$ cat src/rtl/valu_issue_sched_pkg.sv
// Shared types, widths and micro-op decode for the vector-lane ALU issue scheduler.
package valu_pkg;

  localparam int unsigned MICROOP_BIT = 9;
  localparam int unsigned TAG_W       = 5;
  localparam int unsigned INT_LAT     = 1;
  localparam int unsigned MUL_LAT     = 2;
  localparam int unsigned FMA_LAT     = 4;

  // Latency index covers 0..FMA_LAT; slot index covers 0..FMA_LAT-1.
  localparam int unsigned LAT_W = $clog2(FMA_LAT + 1);
  localparam int unsigned IDX_W = (FMA_LAT > 1) ? $clog2(FMA_LAT) : 1;

  // Class-select field op[7:6].
  localparam int unsigned CLS_HI = 7;
  localparam int unsigned CLS_LO = 6;
  localparam logic [1:0]  CLS_FMA = 2'b01;
  localparam logic [1:0]  CLS_MUL = 2'b10;

  // Multiplier-class function codes in op[5:0].
  localparam logic [5:0] OP_VMULH   = 6'b100100;
  localparam logic [5:0] OP_VMUL    = 6'b100101;
  localparam logic [5:0] OP_VMULHU  = 6'b100110;
  localparam logic [5:0] OP_VMULHSU = 6'b100111;
  localparam logic [5:0] OP_VMACC   = 6'b101101;
  localparam logic [5:0] OP_VNMSAC  = 6'b101001;

  typedef enum logic [1:0] {
    LAT_INT,
    LAT_MUL,
    LAT_FMA
  } lat_class_e;

  // Per-slot writeback payload.
  typedef struct packed {
    logic [TAG_W-1:0] tag;
    logic             masked;
  } wb_info_t;

  // Execution-latency class of a micro-op.
  function automatic lat_class_e classify_op(input logic [MICROOP_BIT-1:0] alu_op);
    lat_class_e cls;
    cls = LAT_INT;
    if (alu_op[CLS_HI:CLS_LO] == CLS_FMA) begin
      cls = LAT_FMA;
    end else if (alu_op[CLS_HI:CLS_LO] == CLS_MUL) begin
      case (alu_op[5:0])
        OP_VMULH, OP_VMUL, OP_VMULHU, OP_VMULHSU, OP_VMACC, OP_VNMSAC: cls = LAT_MUL;
        default: cls = LAT_INT;
      endcase
    end
    return cls;
  endfunction

  // Issue-to-writeback latency of a class.
  function automatic logic [LAT_W-1:0] class_lat(input lat_class_e cls);
    logic [LAT_W-1:0] lat;
    case (cls)
      LAT_MUL: lat = LAT_W'(MUL_LAT);
      LAT_FMA: lat = LAT_W'(FMA_LAT);
      default: lat = LAT_W'(INT_LAT);
    endcase
    return lat;
  endfunction

endpackage

$ cat src/rtl/valu_issue_sched_if.sv
// Micro-op intake, ALU enable and writeback bus of the issue scheduler.
interface valu_issue_sched_if
  import valu_pkg::*;
();

  logic                   in_valid;
  logic                   in_ready;
  logic [MICROOP_BIT-1:0] in_alu_op;
  logic [TAG_W-1:0]       in_tag;
  logic                   in_masked;
  logic                   flush;
  logic                   alu_issue;
  logic [MICROOP_BIT-1:0] alu_op_q;
  logic                   wb_valid;
  logic [TAG_W-1:0]       wb_tag;
  logic                   wb_masked;
  logic                   busy;

  // Upstream / pipeline side.
  modport master (
    output in_valid, in_alu_op, in_tag, in_masked, flush,
    input  in_ready, alu_issue, alu_op_q, wb_valid, wb_tag, wb_masked, busy
  );

  // Scheduler side.
  modport slave (
    input  in_valid, in_alu_op, in_tag, in_masked, flush,
    output in_ready, alu_issue, alu_op_q, wb_valid, wb_tag, wb_masked, busy
  );

endinterface

$ cat src/rtl/valu_issue_sched_wb_resv.sv
// Writeback-slot reservation shift register with per-slot tag/masked payload.
module valu_wb_resv
  import valu_pkg::*;
(
  input  logic               clk,
  input  logic               rst,
  input  logic               set_en_i,
  input  logic [IDX_W-1:0]   set_idx_i,
  input  wb_info_t           set_info_i,
  input  logic               flush_i,
  output logic [FMA_LAT-1:0] slot_o,
  output logic               head_valid_o,
  output wb_info_t           head_info_o
);

  logic [FMA_LAT-1:0] slot_q, slot_d;
  wb_info_t           info_q [FMA_LAT];
  wb_info_t           info_d [FMA_LAT];

  // Shift toward the head every cycle, insert the new reservation, flush clears occupancy.
  always_comb begin
    slot_d = {1'b0, slot_q[FMA_LAT-1:1]};
    for (int unsigned k = 0; k < FMA_LAT - 1; k++) begin
      info_d[k] = info_q[k+1];
    end
    info_d[FMA_LAT-1] = '0;
    if (set_en_i) begin
      slot_d[set_idx_i] = 1'b1;
      info_d[set_idx_i] = set_info_i;
    end
    if (flush_i) begin
      slot_d = '0;
    end
  end

  // Reservation state.
  always_ff @(posedge clk or posedge rst) begin
    if (rst) begin
      slot_q <= '0;
      for (int unsigned k = 0; k < FMA_LAT; k++) begin
        info_q[k] <= '0;
      end
    end else begin
      slot_q <= slot_d;
      for (int unsigned k = 0; k < FMA_LAT; k++) begin
        info_q[k] <= info_d[k];
      end
    end
  end

  assign slot_o       = slot_q;
  assign head_valid_o = slot_q[0];
  assign head_info_o  = info_q[0];

endmodule

$ cat src/rtl/valu_issue_sched.sv
// Vector-lane ALU issue scheduler: latency-class decode, writeback-slot reservation and issue stall.
// Optional build macro VALU_IN_ORDER_WB_EN: also stall while any longer-latency op is pending,
// so writeback order follows issue order.
module valu_issue_sched
  import valu_pkg::*;
(
  input  logic                clk,
  input  logic                rst,
  valu_issue_sched_if.slave   bus
);

  lat_class_e             cls_c;
  logic [LAT_W-1:0]       lat_c;
  logic [IDX_W-1:0]       set_idx_c;
  logic                   block_c;
  logic                   in_ready_c;
  logic                   issue_c;
  logic [FMA_LAT-1:0]     slot_w;
  logic [FMA_LAT:0]       slot_ext_c;
  logic                   head_valid_w;
  wb_info_t               head_info_w;
  wb_info_t               set_info_c;

  logic                   alu_issue_q, alu_issue_d;
  logic [MICROOP_BIT-1:0] alu_op_q, alu_op_d;

  // slot[FMA_LAT] does not exist and always reads as free.
  assign slot_ext_c = {1'b0, slot_w};

  // Decode class, find the target slot and decide whether the op may issue now.
  always_comb begin
    cls_c     = classify_op(bus.in_alu_op);
    lat_c     = class_lat(cls_c);
    set_idx_c = IDX_W'(lat_c - LAT_W'(1));
`ifdef VALU_IN_ORDER_WB_EN
    block_c = 1'b0;
    for (int unsigned k = 0; k <= FMA_LAT; k++) begin
      if (LAT_W'(k) >= lat_c) begin
        block_c = block_c | slot_ext_c[k];
      end
    end
`else
    block_c = slot_ext_c[lat_c];
`endif
    in_ready_c = ~block_c & ~bus.flush;
    issue_c    = bus.in_valid & in_ready_c;
    set_info_c = '{tag: bus.in_tag, masked: bus.in_masked};
  end

  valu_wb_resv u_resv (
    .clk          (clk),
    .rst          (rst),
    .set_en_i     (issue_c),
    .set_idx_i    (set_idx_c),
    .set_info_i   (set_info_c),
    .flush_i      (bus.flush),
    .slot_o       (slot_w),
    .head_valid_o (head_valid_w),
    .head_info_o  (head_info_w)
  );

  // ALU stage enable and operand code; flush never issues since in_ready is low.
  always_comb begin
    alu_issue_d = issue_c;
    alu_op_d    = alu_op_q;
    if (issue_c) begin
      alu_op_d = bus.in_alu_op;
    end
  end

  // ALU stage registers.
  always_ff @(posedge clk or posedge rst) begin
    if (rst) begin
      alu_issue_q <= 1'b0;
      alu_op_q    <= '0;
    end else begin
      alu_issue_q <= alu_issue_d;
      alu_op_q    <= alu_op_d;
    end
  end

  assign bus.in_ready  = in_ready_c;
  assign bus.alu_issue = alu_issue_q;
  assign bus.alu_op_q  = alu_op_q;
  assign bus.wb_valid  = head_valid_w;
  assign bus.wb_tag    = head_info_w.tag;
  assign bus.wb_masked = head_info_w.masked;
  assign bus.busy      = |slot_w;

endmodule
$ cat src/flat_wrapper.sv
// flat-port wrapper written by rule: the top's interface ports become plain ports
module valu_issue_sched_flat import valu_pkg::*;
  (clk, rst, bus_in_valid, bus_in_alu_op, bus_in_tag, bus_in_masked, bus_flush, bus_in_ready, bus_alu_issue, bus_alu_op_q, bus_wb_valid, bus_wb_tag, bus_wb_masked, bus_busy);
  valu_issue_sched_if bus_i ();
  input  logic clk;
  input  logic rst;
  input wire logic [$bits(bus_i.in_valid)-1:0] bus_in_valid;
  input wire logic [$bits(bus_i.in_alu_op)-1:0] bus_in_alu_op;
  input wire logic [$bits(bus_i.in_tag)-1:0] bus_in_tag;
  input wire logic [$bits(bus_i.in_masked)-1:0] bus_in_masked;
  input wire logic [$bits(bus_i.flush)-1:0] bus_flush;
  output wire logic [$bits(bus_i.in_ready)-1:0] bus_in_ready;
  output wire logic [$bits(bus_i.alu_issue)-1:0] bus_alu_issue;
  output wire logic [$bits(bus_i.alu_op_q)-1:0] bus_alu_op_q;
  output wire logic [$bits(bus_i.wb_valid)-1:0] bus_wb_valid;
  output wire logic [$bits(bus_i.wb_tag)-1:0] bus_wb_tag;
  output wire logic [$bits(bus_i.wb_masked)-1:0] bus_wb_masked;
  output wire logic [$bits(bus_i.busy)-1:0] bus_busy;
  assign bus_i.in_valid = bus_in_valid;
  assign bus_i.in_alu_op = bus_in_alu_op;
  assign bus_i.in_tag = bus_in_tag;
  assign bus_i.in_masked = bus_in_masked;
  assign bus_i.flush = bus_flush;
  assign bus_in_ready = bus_i.in_ready;
  assign bus_alu_issue = bus_i.alu_issue;
  assign bus_alu_op_q = bus_i.alu_op_q;
  assign bus_wb_valid = bus_i.wb_valid;
  assign bus_wb_tag = bus_i.wb_tag;
  assign bus_wb_masked = bus_i.wb_masked;
  assign bus_busy = bus_i.busy;
  valu_issue_sched u_core (.clk(clk), .rst(rst), .bus(bus_i));
endmodule
$ cat config.mk
export PLATFORM = sky130hd
export DESIGN_NAME = valu_issue_sched_flat
export DESIGN_NICKNAME = d
export VERILOG_FILES = /design/src/rtl/valu_issue_sched_pkg.sv /design/src/rtl/valu_issue_sched_if.sv /design/src/rtl/valu_issue_sched_wb_resv.sv /design/src/rtl/valu_issue_sched.sv /design/src/flat_wrapper.sv
export SDC_FILE = /design/constraint.sdc
export NUM_CORES = 1
export LEC_CHECK = 0
export BUFFER_PORTS_ARGS = -buffer_cell sky130_fd_sc_hd__buf_2
export CORE_MARGIN = 1
export CORE_UTILIZATION = 45
export DETAILED_ROUTE_END_ITERATION = 10
export PLACE_DENSITY = 0.71
export SLEW_MARGIN = 10
export SYNTH_ARGS = -nofsm -noshare
export SYNTH_HDL_FRONTEND = slang
export SYNTH_HIERARCHICAL = 1
export SYNTH_SLANG_ARGS = --single-unit
$ cat constraint.sdc
create_clock -name clk -period 1.9 [get_ports clk]
set_input_delay 0.38 -clock clk [delete_from_list [all_inputs] [get_ports clk]]
set_output_delay 0.38 -clock clk [all_outputs]
set_load 0.005 [all_outputs]
==> results of run 1 <==
[what timing repair did]
action,in CTS,in global routing
resized for setup,2,8
pin swaps,1,4
buffers inserted,0,4
setup endpoints to repair,1,3
endpoints found under the hold margin,0,0
[stage by stage]
stage	setup TNS (ns)	instances	area, µm²	setup WS, ns	util, %
2_1_floorplan	-4.08	114	1630	-0.348	-
3_3_place_gp	-4.68	203	1910	-0.280	56.4
3_5_place_dp	-6.43	203	1910	-0.327	56.4
4_1_cts	0	210	2000	0.0115	59.1
5_1_grt	-0.0100	214	2070	-0.0100	61.2
6_report	0	214	2070	0.0180	61.2
[final timing paths]
check	from	end	slack, ns	cells past startpoint
max	bus_in_alu_op[6]	bus_in_ready	0.02	7
min reg2reg	u_core/u_resv/info_q[13]$_DFF_PP0_	u_core/u_resv/head_info_o[1]$_DFF_PP0_	0.49	1
max in group asynchronous	rst	u_core/u_resv/slot_o[1]$_DFF_PP0_	1.52	3
min in group clk	bus_in_alu_op[4]	u_core/bus.alu_op_q[4]$_DFFE_PP0P_	0.27	2
max reg2reg	u_core/u_resv/slot_o[2]$_DFF_PP0_	u_core/u_resv/head_info_o[4]$_DFF_PP0_	0.10	5
min	rst	u_core/bus.alu_op_q[3]$_DFFE_PP0P_	0.02	2
[final cells by class]
cell class              instances  area (µm²)
fillers                       259        1320
flip-flops and latches         38         952
multi-input cells              61         613
repair buffers                 55         343
well taps                      46        57.6
clock buffers                   6        51.3
clock inverters                 1        30.0
inverters                       7        26.3
[kinds of logic after synthesis]
| group | Yosys count |
|---|---|
| simple gates | 24 |
| buf+inv | 15 |
| mux | 25 |
| flops | 38 |
| compound gates | 12 |
[Yosys cell counts (2+ instances only)]
cell,number
dfrtp_1,38
mux2_2,19
buf_4,7
inv_1,7
and2_1,6
mux2_4,6
a21oi_1,4
nor2b_1,3
or4_1,3
nand2_1,2
nand3b_1,2
[flip-flops by register name (all words and copies together), names as in the netlist]
register                   flops
u_core/bus.alu_issue           1
u_core/u_resv/head_info_o      6
u_core/u_resv/info_q          18
u_core/u_resv/slot_o           4
u_core/bus.alu_op_q            9
[report_power, final]
part / switching (mW) / internal, mW
registers: 0.0199 / 0.856
clock network: 0.245 / 0.306
logic: 0.0923 / 0.121
total: 0.357 / 1.28
[worst max-delay path: cells and delay by family]
family	cells	cell delay (ns)
and+or+nand+nor	1	0.35
buffers and inverters	3	0.32
AOI/OAI and AO/OA	3	0.45
[metal layers]
metal  wire, µm  part of all wire (%)  GRT usage, %
met1       1350                    45          20.4
met2       1490                    50          27.4
met3        107                   3.6          6.21
met4         28                  0.94          7.62
met5          0                     0             0
==> qor.csv, run 1 <==
stage,metric,value,unit
synthesis,register bit total from synthesis,38,
critical_path,critical path endpoint category,primary output,
routing,Final ANT Viol Nets,0,
critical_path,"Slowest-stage cell, CP",and4bb_2,
clock_network,total CTS buffers,5,
power_and_ir_drop,VDD IR max,449,µV
synthesis,Simple-Gate Fraction of Synth Area,10.5,%
outcome,outcome,"complete, no violations",
synthesis,"top cells by area, synth","dfrtp_1, mux2_2, mux2_4, buf_4, and2_1",
synthesis,mux cell area share after synthesis,18.7,%
synthesis,"Avg Cell Area, Syn",14.2,µm²
die,std cell rows,21,
sta,Max Freq,531,MHz
critical_path,CP dominant cell by count,buf_6,
global_routing,pin count of the biggest net entering global routing,29,
sta,Final Cycle Share,99.1,%
synthesis,dominant cell type by area after synthesis,dfrtp_1,
place,GP Congestion,0.757,
critical_path,kind of critical path,input port to primary output,
sta,setup violators final,0,
synthesis,Synth Area in XOR/XNOR,0,%
routing,DR WL/cell,13.9,µm
power_and_ir_drop,Leakage,1.10,nW
die,Die H,62.1,µm
sta,Slew @ Worst Pin,0.441,ns
place,I/O Buffers,37,
power_and_ir_drop,Pwr Total,1.64,mW
die,I/O Pins,38,
die,initial cell density of the core,47.9,%
clock_network,CTS tree,built,
place,Post-DP HPWL,2100,µm
synthesis,YS warnings,6,
synthesis,Synth Area in Compound Gates,7.02,%
synthesis,post-synth top area share,58.6,%
synthesis,sequential element share of the synthesized area,58.6,%
job,Max Cap Viol,0,
finish,"commonest cells after routing, fill and taps aside","dfrtp_1, buf_2, mux2_2",
synthesis,dominant synthesized flop cell,dfrtp_1,
die,Die W,62.1,µm
sta,Clock Skew,0.00840,ns
clock_network,Max H-tree Level,2,
routing,Routed WL,2970,µm
sta,Max-slew headroom,70.6,%
critical_path,crit-path cells,buf_6 -> and4bb_2 -> o211a_4 -> buf_6 -> a21oi_4 -> o21ba_4 -> buf_6,
min_path,HP Class,input port to async pin,
finish,Final #Nets,187,
die,full die area,0.00385,mm²
critical_path,Startpoint Class,input port,
routing,Vias/cell,4.91,
clock_network,clk buf depth,2,
synthesis,Post-Syn Area,0.00162,mm²
global_routing,gr usage total,17.0,%
sta,Hold Slack,0.0185,ns
sta,Final min period,1.88,ns
finish,"commonest non-fill, non-tap cell in the layout",dfrtp_1,
critical_path,"Largest stage delay, worst path",0.35,ns
synthesis,"FFs w/ async S/R, synth",100,%
finish,Antenna Cells,0,
routing,via count,1050,
routing,drt drc,0,
critical_path,worst-path fanout max,4,
global_routing,first-pass GRT wire length,4400,µm
synthesis,library cells used by synthesis,28,
sta,Final Hold Viols,0,
die,Core Region,0.00339,mm²
clock_network,CTS root buffer,clkbuf_4,
synthesis,largest family of logic cells by synthesized area,multiplexers,
finish,area growth from synthesis to layout,27.8,%
clock_network,worst skew pair latency,0.33,ns
synthesis,Syn Nets,133,
global_routing,gr ovfl total,0,
critical_path,Crit path required time,1.52,ns
routing,initial drt markers,20,
routing,drt first pass iters,3,
finish,share of layout cells above drive strength 1,57.7,%
clock_network,"CTS clk-pin slew, worst paths",0.11,ns
global_routing,vias in the first global route,957,
synthesis,Post-synth EDFFs,0,
synthesis,Synth Instances,114,
synthesis,Adder-Cell Fraction of Synth Area,0,%
sta,max-slew violations,0,
power_and_ir_drop,power per cell area,791,mW/mm²
clock_network,TritonCTS Sinks,38,
clock_network,"Hold-fix buffers, CTS",0,
critical_path,"Arr. time, crit path",1.50,ns
global_routing,antenna violations before repair,0,
Power figures use the tool's default switching activity.
==> run 2: changes to the inputs <==
- CAP_MARGIN: not set -> 20
- CTS_BUF_LIST: not set -> sky130_fd_sc_hd__clkbuf_8
==> run 2 against run 1 <==
First-iteration DRC count is 55% higher. Utilization is 0.89 points lower. Clock power is 23% higher. Power is 7.3% higher. Critical path type unchanged. Critical endpoint unchanged.
==> qor.csv, run 2 (synthesized netlist as in run 1, its figures left out) <==
stage,metric,value,unit,change
sta,Clock Skew,0.00201,ns,was 0.00840 ns
power_and_ir_drop,Combinational Power Share,11.5,%,was 13.0%
sta,Final Cycle Share,99.2,%,was 99.1%
finish,Layout Utilization,60.3,%,was 61.2%
finish,Final #Nets,183,,was 187
routing,Final ANT Viol Nets,0,,unchanged
routing,DR WL/cell,13.8,µm,was 13.9 µm
clock_network,worst skew pair latency,0.29,ns,was 0.33 ns
clock_network,"Hold-fix buffers, CTS",0,,unchanged
power_and_ir_drop,VDD IR max,505,µV,was 449 µV
die,I/O Pins,38,,unchanged
clock_network,Max H-tree Level,2,,unchanged
finish,Layout Cell Area excl Fill,0.00204,mm²,was 0.00207 mm²
power_and_ir_drop,Sw Pwr,370,µW,was 357 µW
sta,Final Hold Viols,0,,unchanged
global_routing,antenna violations before repair,0,,unchanged
place,"Cell Area, Placed",0.00191,mm²,unchanged
critical_path,Startpoint Class,input port,,unchanged
sta,Max-slew headroom,74.6,%,was 70.6%
finish,"commonest non-fill, non-tap cell in the layout",dfrtp_1,,unchanged
sta,RSZ-0062 raised after global routing,yes,,
clock_network,"CTS clk-pin slew, worst paths",0.07,ns,was 0.11 ns
power_and_ir_drop,sequential power share,49.9,%,was 53.4%
finish,Top reg by flops,u_core/u_resv/info_q,,unchanged
die,initial cell density of the core,47.9,%,unchanged
global_routing,first-pass GRT wire length,4420,µm,was 4400 µm
sta,setup violators final,0,,unchanged
routing,DR WL met3,116,µm,was 107 µm
outcome,outcome,"complete, no violations",,unchanged
sta,Max Freq,531,MHz,about the same
place,I/O Buffers,37,,unchanged
sta,Final min period,1.88,ns,about the same
global_routing,pin count of the biggest net entering global routing,29,,unchanged
routing,Vias/cell,4.97,,was 4.91
critical_path,critical path endpoint category,primary output,,unchanged
min_path,HP Class,input port to async pin,,unchanged
critical_path,worst-path fanout max,4,,unchanged
power_and_ir_drop,Pwr Total,1.76,mW,was 1.64 mW
clock_network,CTS tree,built,,unchanged
routing,initial drt markers,31,,was 20
routing,Max Used Layer,met4,,unchanged
job,Max Cap Viol,0,,unchanged
place,GP Congestion,0.757,,unchanged
clock_network,CTS root buffer,clkbuf_8,,was clkbuf_4
power_and_ir_drop,internal power,1.39,mW,was 1.28 mW
routing,drt first pass iters,4,,was 3
sta,max-slew violations,0,,unchanged
critical_path,Crit path required time,1.52,ns,about the same
routing,Routed WL,2890,µm,was 2970 µm
power_and_ir_drop,Leakage,1.09,nW,was 1.10 nW
power_and_ir_drop,power per cell area,862,mW/mm²,was 791 mW/mm²
global_routing,gr ovfl total,0,,unchanged
global_routing,gr usage total,17.6,%,was 17.0%
die,std cell rows,21,,unchanged
finish,max reg flops,18,,unchanged
sta,post-route setup TNS,0,ns,unchanged
die,full die area,0.00385,mm²,unchanged
die,Core Region,0.00339,mm²,unchanged
power_and_ir_drop,Switching Share,21.0,%,was 21.8%
finish,share of layout cells above drive strength 1,56.7,%,was 57.7%
clock_network,clk buf depth,2,,unchanged
die,Die H,62.1,µm,unchanged
finish,# fillers,263,,was 259
global_routing,vias in the first global route,978,,was 957
clock_network,total CTS buffers,5,,unchanged
power_and_ir_drop,Clk pwr share,38.6,%,was 33.6%
routing,via count,1044,,was 1050
routing,metal2 WL,1430,µm,was 1490 µm
critical_path,CP dominant cell by count,buf_2,,was buf_6
critical_path,"Arr. time, crit path",1.50,ns,about the same
place,Post-DP HPWL,2100,µm,unchanged
finish,area growth from synthesis to layout,25.9,%,was 27.8%
sta,Slew @ Worst Pin,0.380,ns,was 0.441 ns
die,Die W,62.1,µm,unchanged
routing,met1 wire length,1280,µm,was 1350 µm
critical_path,crit-path cells,buf_2 -> and4bb_2 -> o211a_4 -> buf_6 -> a21oi_4 -> o21ba_2 -> buf_2,,was buf_6 -> and4bb_2 -> o211a_4 -> buf_6 -> a21oi_4 -> o21ba_4 -> buf_6
critical_path,kind of critical path,input port to primary output,,unchanged
routing,drt drc,0,,unchanged
critical_path,"Largest stage delay, worst path",0.33,ns,was 0.35 ns
clock_network,TritonCTS Sinks,38,,unchanged
critical_path,"Slowest-stage cell, CP",and4bb_2,,unchanged
finish,Antenna Cells,0,,unchanged
finish,"commonest cells after routing, fill and taps aside","dfrtp_1, buf_2, mux2_2",,unchanged
[run 2: cell count changes in the layout (fill, tap and decap cells not counted), moves of 3 or more]
cell	delta
buf_6	-3
buf_4	-4
buf_2	+3
clkbuf_8	+5
clkbuf_4	-5
[run 2: power groups by stage]
| stage | Clock (mW) | Combinational [mW] | Sequential [mW] |
|---|---|---|---|
| after floorplan | 0 | 0.111 | 0.895 |
| after global placement | 0 | 0.200 | 0.890 |
| after detailed placement | 0 | 0.206 | 0.894 |
| after CTS | 0.706 | 0.207 | 0.878 |
| after global routing | 0.736 | 0.225 | 0.884 |
| final | 0.680 | 0.202 | 0.878 |
[run 2: worst max-delay path, delay by kind of cell]
| family | cells | cell delay, ns |
|---|---|---|
| AO/OA/AOI/OAI | 3 | 0.43 |
| buffers and inverters | 3 | 0.35 |
| AND/OR/NAND/NOR | 1 | 0.33 |
[run 2: through the flow]
stage                     setup WS (ns)  instances  hold slack, ns
after CTS                        0.0115        210          0.0723
after global placement           -0.280        203           0.379
after detailed placement         -0.327        203           0.389
final                            0.0158        210          0.0741
after floorplan                  -0.348        114           0.220
after global routing            -0.0137        210          0.0854
[run 2: final timing paths]
| path | start | end | slack, ns | depth (start not counted) |
|---|---|---|---|---|
| max | bus_in_alu_op[6] | bus_in_ready | 0.02 | 7 |
| min | rst | u_core/bus.alu_op_q[3]$_DFFE_PP0P_ | 0.07 | 2 |
| max reg2reg | u_core/u_resv/slot_o[2]$_DFF_PP0_ | u_core/u_resv/head_info_o[4]$_DFF_PP0_ | 0.16 | 4 |
| min reg2reg | u_core/u_resv/info_q[7]$_DFF_PP0_ | u_core/u_resv/info_q[13]$_DFF_PP0_ | 0.48 | 1 |
| max in group asynchronous | rst | u_core/u_resv/info_q[16]$_DFF_PP0_ | 1.49 | 3 |
| min in group clk | bus_in_alu_op[8] | u_core/bus.alu_op_q[8]$_DFFE_PP0P_ | 0.33 | 2 |
[run 2: cell type report]
cell class	count	area (µm²)	share of cell area, %
flip-flops and latches	38	951	46.5
multi-input cells	61	602	29.5
well taps	46	57.6	2.82
inverters	7	26.3	1.29
clock buffers	6	82.6	4.04
clock inverters	1	30.0	1.47
repair buffers	51	294	14.4
[run 2: repair_timing]
item	in CTS	in global routing
gates resized for setup	3	2
buffers inserted	0	1
endpoints found under the setup margin	7	6
pin swaps	2	1
hold endpoints to repair	0	0
[run 2: layer usage]
metal / vias to the layer above / global-route usage, %
met2: 19 / 27.5
met5: - / 0
met4: 0 / 11.4
li1: 489 / -
met1: 530 / 20.0
met3: 6 / 6.83
==> run 3: changes to the inputs <==
==> constraint.sdc (replaced) <==
create_clock -name clk -period 1.9 [get_ports clk]
set_input_delay 0 -clock clk [delete_from_list [all_inputs] [get_ports clk]]
set_output_delay 0 -clock clk [all_outputs]
set_load 0.005 [all_outputs]
==> run 3 against run 2 <==
Power grew 1.0%. Via count shrank 0.67%. Design area grew 3.8%. Largest power group unchanged. Highest routed layer unchanged.
==> qor.csv, run 3 (synthesized netlist as in run 1, its figures left out) <==
stage,metric,value,unit,change
place,Place WS,-0.0285,ns,was -0.327 ns
die,I/O Pins,38,,unchanged
place,I/O Buffers,37,,unchanged
sta,Clock Skew,0.00740,ns,was 0.00201 ns
place,Post-DP HPWL,1950,µm,was 2100 µm
power_and_ir_drop,VDD IR max,433,µV,was 505 µV
routing,Routed WL,2990,µm,was 2890 µm
sta,setup violators final,0,,unchanged
global_routing,pin count of the biggest net entering global routing,29,,unchanged
critical_path,critical path endpoint category,flop,,was primary output
outcome,outcome,"complete, no violations",,unchanged
global_routing,gr usage total,17.5,%,was 17.6%
clock_network,"CTS clk-pin slew, worst paths",0.07,ns,about the same
finish,"commonest non-fill, non-tap cell in the layout",dfrtp_1,,unchanged
sta,Hold Slack,0.0287,ns,was 0.0741 ns
routing,Final ANT Viol Nets,0,,unchanged
finish,share of layout cells above drive strength 1,48.5,%,was 56.7%
die,std cell rows,21,,unchanged
routing,metal2 WL,1510,µm,was 1430 µm
finish,# fillers,263,,unchanged
critical_path,"Arr. time, crit path",1.92,ns,was 1.50 ns
critical_path,CP dominant cell by count,buf_4,,was buf_2
routing,drt drc,0,,unchanged
sta,RSZ-0062 raised after global routing,no,,was yes
global_routing,first-pass GRT wire length,4600,µm,was 4420 µm
critical_path,CP Buf/Inv Count,2,,was 3
clock_network,total CTS buffers,5,,unchanged
sta,Final min period,1.76,ns,was 1.88 ns
die,Core Region,0.00339,mm²,unchanged
power_and_ir_drop,Pwr Total,1.78,mW,was 1.76 mW
sta,Max Freq,568,MHz,was 531 MHz
min_path,HP Class,input port to flop,,was input port to async pin
finish,Top reg by flops,u_core/u_resv/info_q,,unchanged
clock_network,TritonCTS Sinks,38,,unchanged
die,Die W,62.1,µm,unchanged
sta,Max-slew headroom,75.7,%,was 74.6%
critical_path,"Largest stage delay, worst path",0.42,ns,was 0.33 ns
sta,worst setup margin,0.140,ns,was 0.0158 ns
critical_path,Crit path required time,2.06,ns,was 1.52 ns
routing,Max Used Layer,met4,,unchanged
sta,post-route setup TNS,0,ns,unchanged
finish,Antenna Cells,0,,unchanged
die,full die area,0.00385,mm²,unchanged
finish,Final #Nets,190,,was 183
job,Max Cap Viol,0,,unchanged
sta,max-slew violations,0,,unchanged
die,Die H,62.1,µm,unchanged
clock_network,worst skew pair latency,0.29,ns,about the same
sta,Final Hold Viols,0,,unchanged
critical_path,kind of critical path,flop to flop,,was input port to primary output
finish,Layout Utilization,62.6,%,was 60.3%
routing,drt first pass iters,4,,unchanged
global_routing,antenna violations before repair,0,,unchanged
clock_network,CTS tree,built,,unchanged
critical_path,crit-path cells,o211a_4 -> a311oi_4 -> buf_4 -> nand3b_1 -> buf_4 -> mux2_2,,was buf_2 -> and4bb_2 -> o211a_4 -> buf_6 -> a21oi_4 -> o21ba_2 -> buf_2
die,initial cell density of the core,47.9,%,unchanged
clock_network,CTS root buffer,clkbuf_8,,unchanged
finish,max reg flops,18,,unchanged
sta,Slew @ Worst Pin,0.365,ns,was 0.380 ns
finish,area growth from synthesis to layout,30.7,%,was 25.9%
finish,"commonest cells after routing, fill and taps aside","dfrtp_1, buf_2, mux2_2",,unchanged
global_routing,vias in the first global route,966,,was 978
routing,initial drt markers,21,,was 31
clock_network,Max H-tree Level,2,,unchanged
routing,Vias/cell,4.78,,was 4.97
critical_path,largest delay contributor family on the critical path,buffers and inverters,,was compound AO/OA/AOI/OAI gates
global_routing,gr ovfl total,0,,unchanged
critical_path,worst-path fanout max,11,,was 4
routing,DR WL/cell,13.8,µm,about the same
routing,DR WL met3,95,µm,was 116 µm
routing,via count,1037,,was 1044
clock_network,clk buf depth,2,,unchanged
power_and_ir_drop,power per cell area,838,mW/mm²,was 862 mW/mm²
place,GP Congestion,0.809,,was 0.757
power_and_ir_drop,Leakage,1.10,nW,was 1.09 nW
sta,Final Cycle Share,92.6,%,was 99.2%
critical_path,"Slowest-stage cell, CP",dfrtp_1,,was and4bb_2
critical_path,Startpoint Class,flop,,was input port
routing,met1 wire length,1350,µm,was 1280 µm
==> run 3: timing repair <==
item                       4_1_cts  5_1_grt
hold buffers                    16        0
buffers inserted                 0        1
hold endpoints to repair        74        0
setup endpoints to repair        0       12
resized for setup                0        1
==> run 3: worst paths after layout <==
path / startpoint / end / slack [ns] / cells past startpoint
worst max-delay path: u_core/u_resv/slot_o[2]$_DFF_PP0_ / u_core/u_resv/info_q[17]$_DFF_PP0_ / 0.14 / 6
worst min-delay path: bus_in_alu_op[6] / u_core/bus.alu_op_q[7]$_DFFE_PP0P_ / 0.03 / 2
worst max register to register: u_core/u_resv/slot_o[2]$_DFF_PP0_ / u_core/u_resv/info_q[17]$_DFF_PP0_ / 0.14 / 6
worst min register to register: u_core/u_resv/info_q[6]$_DFF_PP0_ / u_core/u_resv/info_q[12]$_DFF_PP0_ / 0.47 / 1
max in group asynchronous: rst / u_core/u_resv/slot_o[2]$_DFF_PP0_ / 1.33 / 4
min in group asynchronous: rst / u_core/bus.alu_op_q[7]$_DFFE_PP0P_ / 0.23 / 3
==> run 3: report_power, final <==
part / leakage [nW] / total [mW] / internal [mW] / switching (mW)
sequential: 0.505 / 0.877 / 0.857 / 0.0203
clock: 0.0573 / 0.682 / 0.420 / 0.262
combinational: 0.542 / 0.219 / 0.126 / 0.0925
==> run 3: final cells by class <==
cell class                 instances  area (µm²)  share of cell area [%]
inverter                           7        26.3                    1.24
timing repair buffer              58         383                    18.1
clock inverter                     1        30.0                    1.42
multi-input combinational         61         591                    27.8
sequential                        38         951                    44.8
tap                               46        57.6                    2.71
clock buffer                       6        82.6                    3.89
==> run 3: per-layer routing <==
layer  vias up  track usage (%)
li1        508                -
met1       509             21.7
met4         0             8.89
met3         2             5.80
met2        18             27.5
met5         -                0
==> run 3: per-stage QoR <==
step / cells / cell area, µm²
floorplan: 114 / 1630
global placement: 193 / 1840
detailed placement: 193 / 1840
CTS: 216 / 2110
global route: 217 / 2120
finish: 217 / 2120
